===== config.mk =====
export PLATFORM = sky130hd
export DESIGN_NAME = regfile_wb_scheduler
export DESIGN_NICKNAME = d
export VERILOG_FILES = /design/src/rtl/regfile_wb_scheduler.sv
export SDC_FILE = /design/constraint.sdc
export NUM_CORES = 1
export LEC_CHECK = 0
export BUFFER_PORTS_ARGS = -buffer_cell sky130_fd_sc_hd__buf_2
export CAP_MARGIN = 0
export CORE_MARGIN = 5
export CORE_UTILIZATION = 59
export CTS_CLUSTER_DIAMETER = 50
export DETAILED_ROUTE_END_ITERATION = 12
export PLACE_DENSITY = 0.87
export SLEW_MARGIN = 15
export SYNTH_ARGS = -nofsm -noshare
export SYNTH_HDL_FRONTEND = slang
export SYNTH_SLANG_ARGS = --single-unit
export TNS_END_PERCENT = 10

===== constraint.sdc =====
create_clock -name clk -period 17.21 [get_ports clk]
set_clock_uncertainty 0.05 [all_clocks]
set_input_delay 0.8605 -clock clk [delete_from_list [all_inputs] [get_ports clk]]
set_output_delay 0.8605 -clock clk [all_outputs]
set_load 0.02 [all_outputs]

===== src/rtl/regfile_wb_scheduler.sv =====
// Write-back scheduler and scoreboard for a single-write-port register file.
//   alloc_*   : issue-time reservation of a destination register (sets busy)
//   s0_*/s1_* : ALU / LSU write-back sources, round-robin arbitrated
//   rf_*      : registered write port toward the register file (latency 1)
//   q1_*/q2_* : operand busy queries for RAW stall detection
//   busy_count: registered popcount of busy bits
//   err_unalloc: sticky flag, write-back hit a non-reserved nonzero register
module regfile_wb_scheduler #(
  parameter int ADDR_WIDTH = 5,
  parameter int DATA_WIDTH = 32
) (
  input  logic                  clk,
  input  logic                  rst,
  input  logic                  alloc_valid,
  input  logic [ADDR_WIDTH-1:0] alloc_addr,
  output logic                  alloc_ready,
  input  logic                  s0_valid,
  input  logic [ADDR_WIDTH-1:0] s0_addr,
  input  logic [DATA_WIDTH-1:0] s0_data,
  output logic                  s0_ready,
  input  logic                  s1_valid,
  input  logic [ADDR_WIDTH-1:0] s1_addr,
  input  logic [DATA_WIDTH-1:0] s1_data,
  output logic                  s1_ready,
  output logic                  rf_wen,
  output logic [ADDR_WIDTH-1:0] rf_waddr,
  output logic [DATA_WIDTH-1:0] rf_wdata,
  input  logic [ADDR_WIDTH-1:0] q1_addr,
  input  logic [ADDR_WIDTH-1:0] q2_addr,
  output logic                  q1_busy,
  output logic                  q2_busy,
  output logic [ADDR_WIDTH:0]   busy_count,
  output logic                  err_unalloc
);

  localparam int unsigned NREG = 2 ** ADDR_WIDTH;

  typedef enum logic {
    PRIO_S0 = 1'b0,
    PRIO_S1 = 1'b1
  } prio_t;

  prio_t                 prio_q, prio_d;
  logic [NREG-1:0]       busy_q, busy_d;
  logic                  rf_wen_q, rf_wen_d;
  logic [ADDR_WIDTH-1:0] rf_waddr_q, rf_waddr_d;
  logic [DATA_WIDTH-1:0] rf_wdata_q, rf_wdata_d;
  logic [ADDR_WIDTH:0]   busy_count_q, busy_count_d;
  logic                  err_q, err_d;

  logic                  wr_fire;
  logic [ADDR_WIDTH-1:0] wr_addr;
  logic [DATA_WIDTH-1:0] wr_data;

  // Arbitration and combinational handshake/query outputs
  always_comb begin
    s0_ready    = s0_valid & (~s1_valid | (prio_q == PRIO_S0));
    s1_ready    = s1_valid & (~s0_valid | (prio_q == PRIO_S1));
    wr_fire     = s0_ready | s1_ready;
    wr_addr     = s0_ready ? s0_addr : s1_addr;
    wr_data     = s0_ready ? s0_data : s1_data;
    alloc_ready = (alloc_addr == '0) | ~busy_q[alloc_addr];
    q1_busy     = busy_q[q1_addr];
    q2_busy     = busy_q[q2_addr];
  end

  always_comb begin
    prio_d = prio_q;
    if (s0_ready) begin
      prio_d = PRIO_S1;
    end else if (s1_ready) begin
      prio_d = PRIO_S0;
    end

    rf_wen_d   = wr_fire & (wr_addr != '0);
    rf_waddr_d = rf_waddr_q;
    rf_wdata_d = rf_wdata_q;
    if (wr_fire) begin
      rf_waddr_d = wr_addr;
      rf_wdata_d = wr_data;
    end

    // Clear first, then set: a fresh reservation wins over a stray write to the same register
    busy_d = busy_q;
    if (rf_wen_q) begin
      busy_d[rf_waddr_q] = 1'b0;
    end
    if (alloc_valid & alloc_ready & (alloc_addr != '0)) begin
      busy_d[alloc_addr] = 1'b1;
    end
    busy_d[0] = 1'b0;

    busy_count_d = '0;
    for (int unsigned i = 0; i < NREG; i++) begin
      busy_count_d = busy_count_d + (ADDR_WIDTH + 1)'(busy_d[i]);
    end

    err_d = err_q | (wr_fire & (wr_addr != '0) & ~busy_q[wr_addr]);
  end

  always_ff @(posedge clk or posedge rst) begin
    if (rst) begin
      prio_q       <= PRIO_S0;
      busy_q       <= '0;
      rf_wen_q     <= 1'b0;
      rf_waddr_q   <= '0;
      rf_wdata_q   <= '0;
      busy_count_q <= '0;
      err_q        <= 1'b0;
    end else begin
      prio_q       <= prio_d;
      busy_q       <= busy_d;
      rf_wen_q     <= rf_wen_d;
      rf_waddr_q   <= rf_waddr_d;
      rf_wdata_q   <= rf_wdata_d;
      busy_count_q <= busy_count_d;
      err_q        <= err_d;
    end
  end

  always_comb begin
    rf_wen      = rf_wen_q;
    rf_waddr    = rf_waddr_q;
    rf_wdata    = rf_wdata_q;
    busy_count  = busy_count_q;
    err_unalloc = err_q;
  end

endmodule


==> out/qor.csv <==
metric,value,unit
status,completed,
diode count,0,
Post-Route WL,16800,µm
Clock Tree Root,clkbuf_8,
CP arrival,7.20,ns
pre-CTS setup slack,9.89,ns
synth warn,0,
setup TNS,0,ns
"Reg clk slew, reported paths",0.09,ns
worst setup margin,10.23,ns
layout cells sized above 1,29.9,%
number of gates resized after CTS,0,
Crit Path Max Fanout,13,
Initial Util,60.9,%
"area leader, netlist",dfrtp_1,
CP endpoint kind,register,
number of port buffers,143,
Crit Path Class,input pin to register,
top cell type's share of synthesized area,34.1,%
syn avg cell area,9.68,µm²
hpwl dp,12600,µm
row count,35,
clock sink count,77,
Final Hold Fails,0,
CTS tree,built,
drt first pass iters,5,
post-synthesis sequential area ratio,34.1,%
top post-synthesis cells by area,"dfrtp_1 (34%), mux4_2 (13%), fa_1 (8.1%), o21ai_0 (7.4%), a21oi_1 (6.3%)",
part of the cycle the worst path needs,40.6,%
Compound-Gate Fraction of Synth Area,20.6,%
Final Max Tran Viols,0,
DRT iter0 DRCs,648,
"setup slack, reg-to-reg",10.56,ns
"most common cell after layout, fill and taps aside",buf_2,
vias in the first global route,5231,
RD Place Congestion,0.976,
number of synthesized flops with an enable pin,0,
Residual DRC,0,
Final Setup Violations,0,
synth unique cells,47,
Top Usage Layer GRT,met2,
"FFs w/ async S/R, synth",100,%
xor/xnor cell area share of the yosys netlist,0.465,%
most frequent cells in the layout,"buf_2 (143), o21ai_0 (84), dfrtp_1 (77)",
Worst Setup Start Kind,input pin,
Die ar.,0.0116,mm²
f_max,143,MHz
clock latency on the worst-skew pair,0.35,ns
CP startpoint,alloc_addr[0],
type of the worst min-delay path,register to register,
FILL cells,713,
first-pass GRT wire length,26800,µm
hold depth,2,
fin nets,825,
Max Cap Viol,0,
total grt overflow,0,
CTS Buf Count,9,
RSZ-0062 raised after global routing,no,
area grow syn2layout,16.0,%
antenna-violating nets left,0,
synthesized cell area,0.00566,mm²
met2 Use GR,48.8,%
Crit Reg-Reg Endpoint,busy_count[4]$_DFF_PP0_,
Final Cell Area,0.00656,mm²
Hold WS,0.436,ns
Total Routing Usage GR,29.7,%
core area,0.00928,mm²
via count,5255,
Reg-to-Reg Start,busy_q[31]$_DFF_PP0_,
Worst slew margin,33.0,%
Via density,6.29,
M3 GR Usage,6.66,%
die height,108,µm
Adder-Cell Fraction of Synth Area,9.69,%
mux contribution to synthesized area,17.3,%
post-CTS setup buffer count,0,
# IOs,144,
Most used DFF post-synth,dfrtp_1,
worst hold start,err_unalloc$_DFF_PP0_,
"Req. time, crit path",17.43,ns
placed inst area,0.00638,mm²
Hold EP,err_unalloc$_DFF_PP0_,
Wirelength per Cell,20.1,µm
Final min period,6.98,ns
die extent in x,108,µm
M1 GR Usage,38.8,%
area share of and/or/nand/nor cells after synthesis,12.9,%
Synth Net Count,708,
hold_buf cts,0,
initial antenna violation count,0,
#FFs+latches synth,77,
Post-Synthesis Cells,584,
Slew @ Worst Pin,1.01,ns
largest family of logic cells by synthesized area,compound AO/OA/AOI/OAI gates,
reg2reg path depth,18,
largest net degree at the start of global routing,78,
Clock Tree Buf Depth,2,
H-Tree Depth,3,
-- layout make-up --
| cell class | count | area (µm²) | area share (%) |
|---|---|---|---|
| well taps | 129 | 161 | 2.46 |
| flip-flops and latches | 77 | 1930 | 29.4 |
| clock buffers | 9 | 124 | 1.89 |
| repair buffers | 144 | 723 | 11.0 |
| clock inverters | 7 | 55.1 | 0.839 |
| multi-input cells | 436 | 3440 | 52.5 |
| inverters | 33 | 126 | 1.93 |
-- metrics by stage --
stage / utilization, % / instances
after floorplan: - / 584
after global placement: 68.7 / 819
after detailed placement: 68.7 / 819
after CTS: 70.7 / 835
after global routing: 70.7 / 835
final: 70.7 / 835
-- critical path, stage by stage --
cell and delay (ns):
buf_2 0.25, mux4_2 0.53, nor2b_1 0.15, a31oi_1 0.14, nand4_1 0.23, or2_1 0.43
o21a_1 0.25, fa_1 0.52, fa_1 0.52, fa_1 0.52, inv_1 0.05, fa_1 0.47
fa_1 0.53, fa_1 0.43, fa_1 0.42, fa_1 0.41, a21o_1 0.19, a21oi_1 0.17
xnor2_1 0.15
-- worst max path at each step --
| stage | to | slack [ns] |
|---|---|---|
| 4_1_cts | busy_count[4]$_DFF_PP0_ | 10.24 |
| 5_1_grt | busy_count[4]$_DFF_PP0_ | 9.99 |
| 3_3_place_gp | busy_count[4]$_DFF_PP0_ | 9.99 |
| 3_5_place_dp | busy_count[4]$_DFF_PP0_ | 9.89 |
| 6_report | busy_count[4]$_DFF_PP0_ | 10.23 |
| 2_1_floorplan | busy_count[4]$_DFF_PP0_ | 10.48 |
-- state kept, by name, indices dropped and copies added, names as in the netlist --
signal / cells
busy_count: 6
busy_q: 31
err_unalloc: 1
prio_q: 1
rf_waddr: 5
rf_wdata: 32
rf_wen: 1
-- per-layer routing --
| layer | share of wire [%] | vias to the layer above |
|---|---|---|
| li1 | - | 2325 |
| met1 | 37 | 2508 |
| met2 | 49 | 366 |
| met3 | 11 | 56 |
| met4 | 3.1 | 0 |
| met5 | 0 | - |
-- Yosys cell counts (all sizes together) (2+ instances only) --
cell	n
nand2	48
nor2	15
or2	5
o21a	20
clkbuf	25
or3b	5
a31oi	5
dfrtp	77
mux2i	13
nand3	7
a211oi	2
nand3b	8
nand2b	36
a21oi	71
mux4	33
or3	2
o211ai	3
nor2b	6
mux2	8
inv	33
xnor2	2
o22ai	2
a21o	2
ha	7
fa	23
buf	13
o21ai	96
nor3b	3
nor3	2
-- cells by family after synthesis --
family / count (synthesis)
flip-flops: 77
buffers and inverters: 71
AO/OA/AOI/OAI: 210
adder cells (fa/ha/maj): 30
multiplexers: 54
AND/OR/NAND/NOR: 139
XOR/XNOR: 3
Power is left out: the tool's default activity adds up to more than one toggle a clock period on the data nets, which glitch-free logic cannot reach.
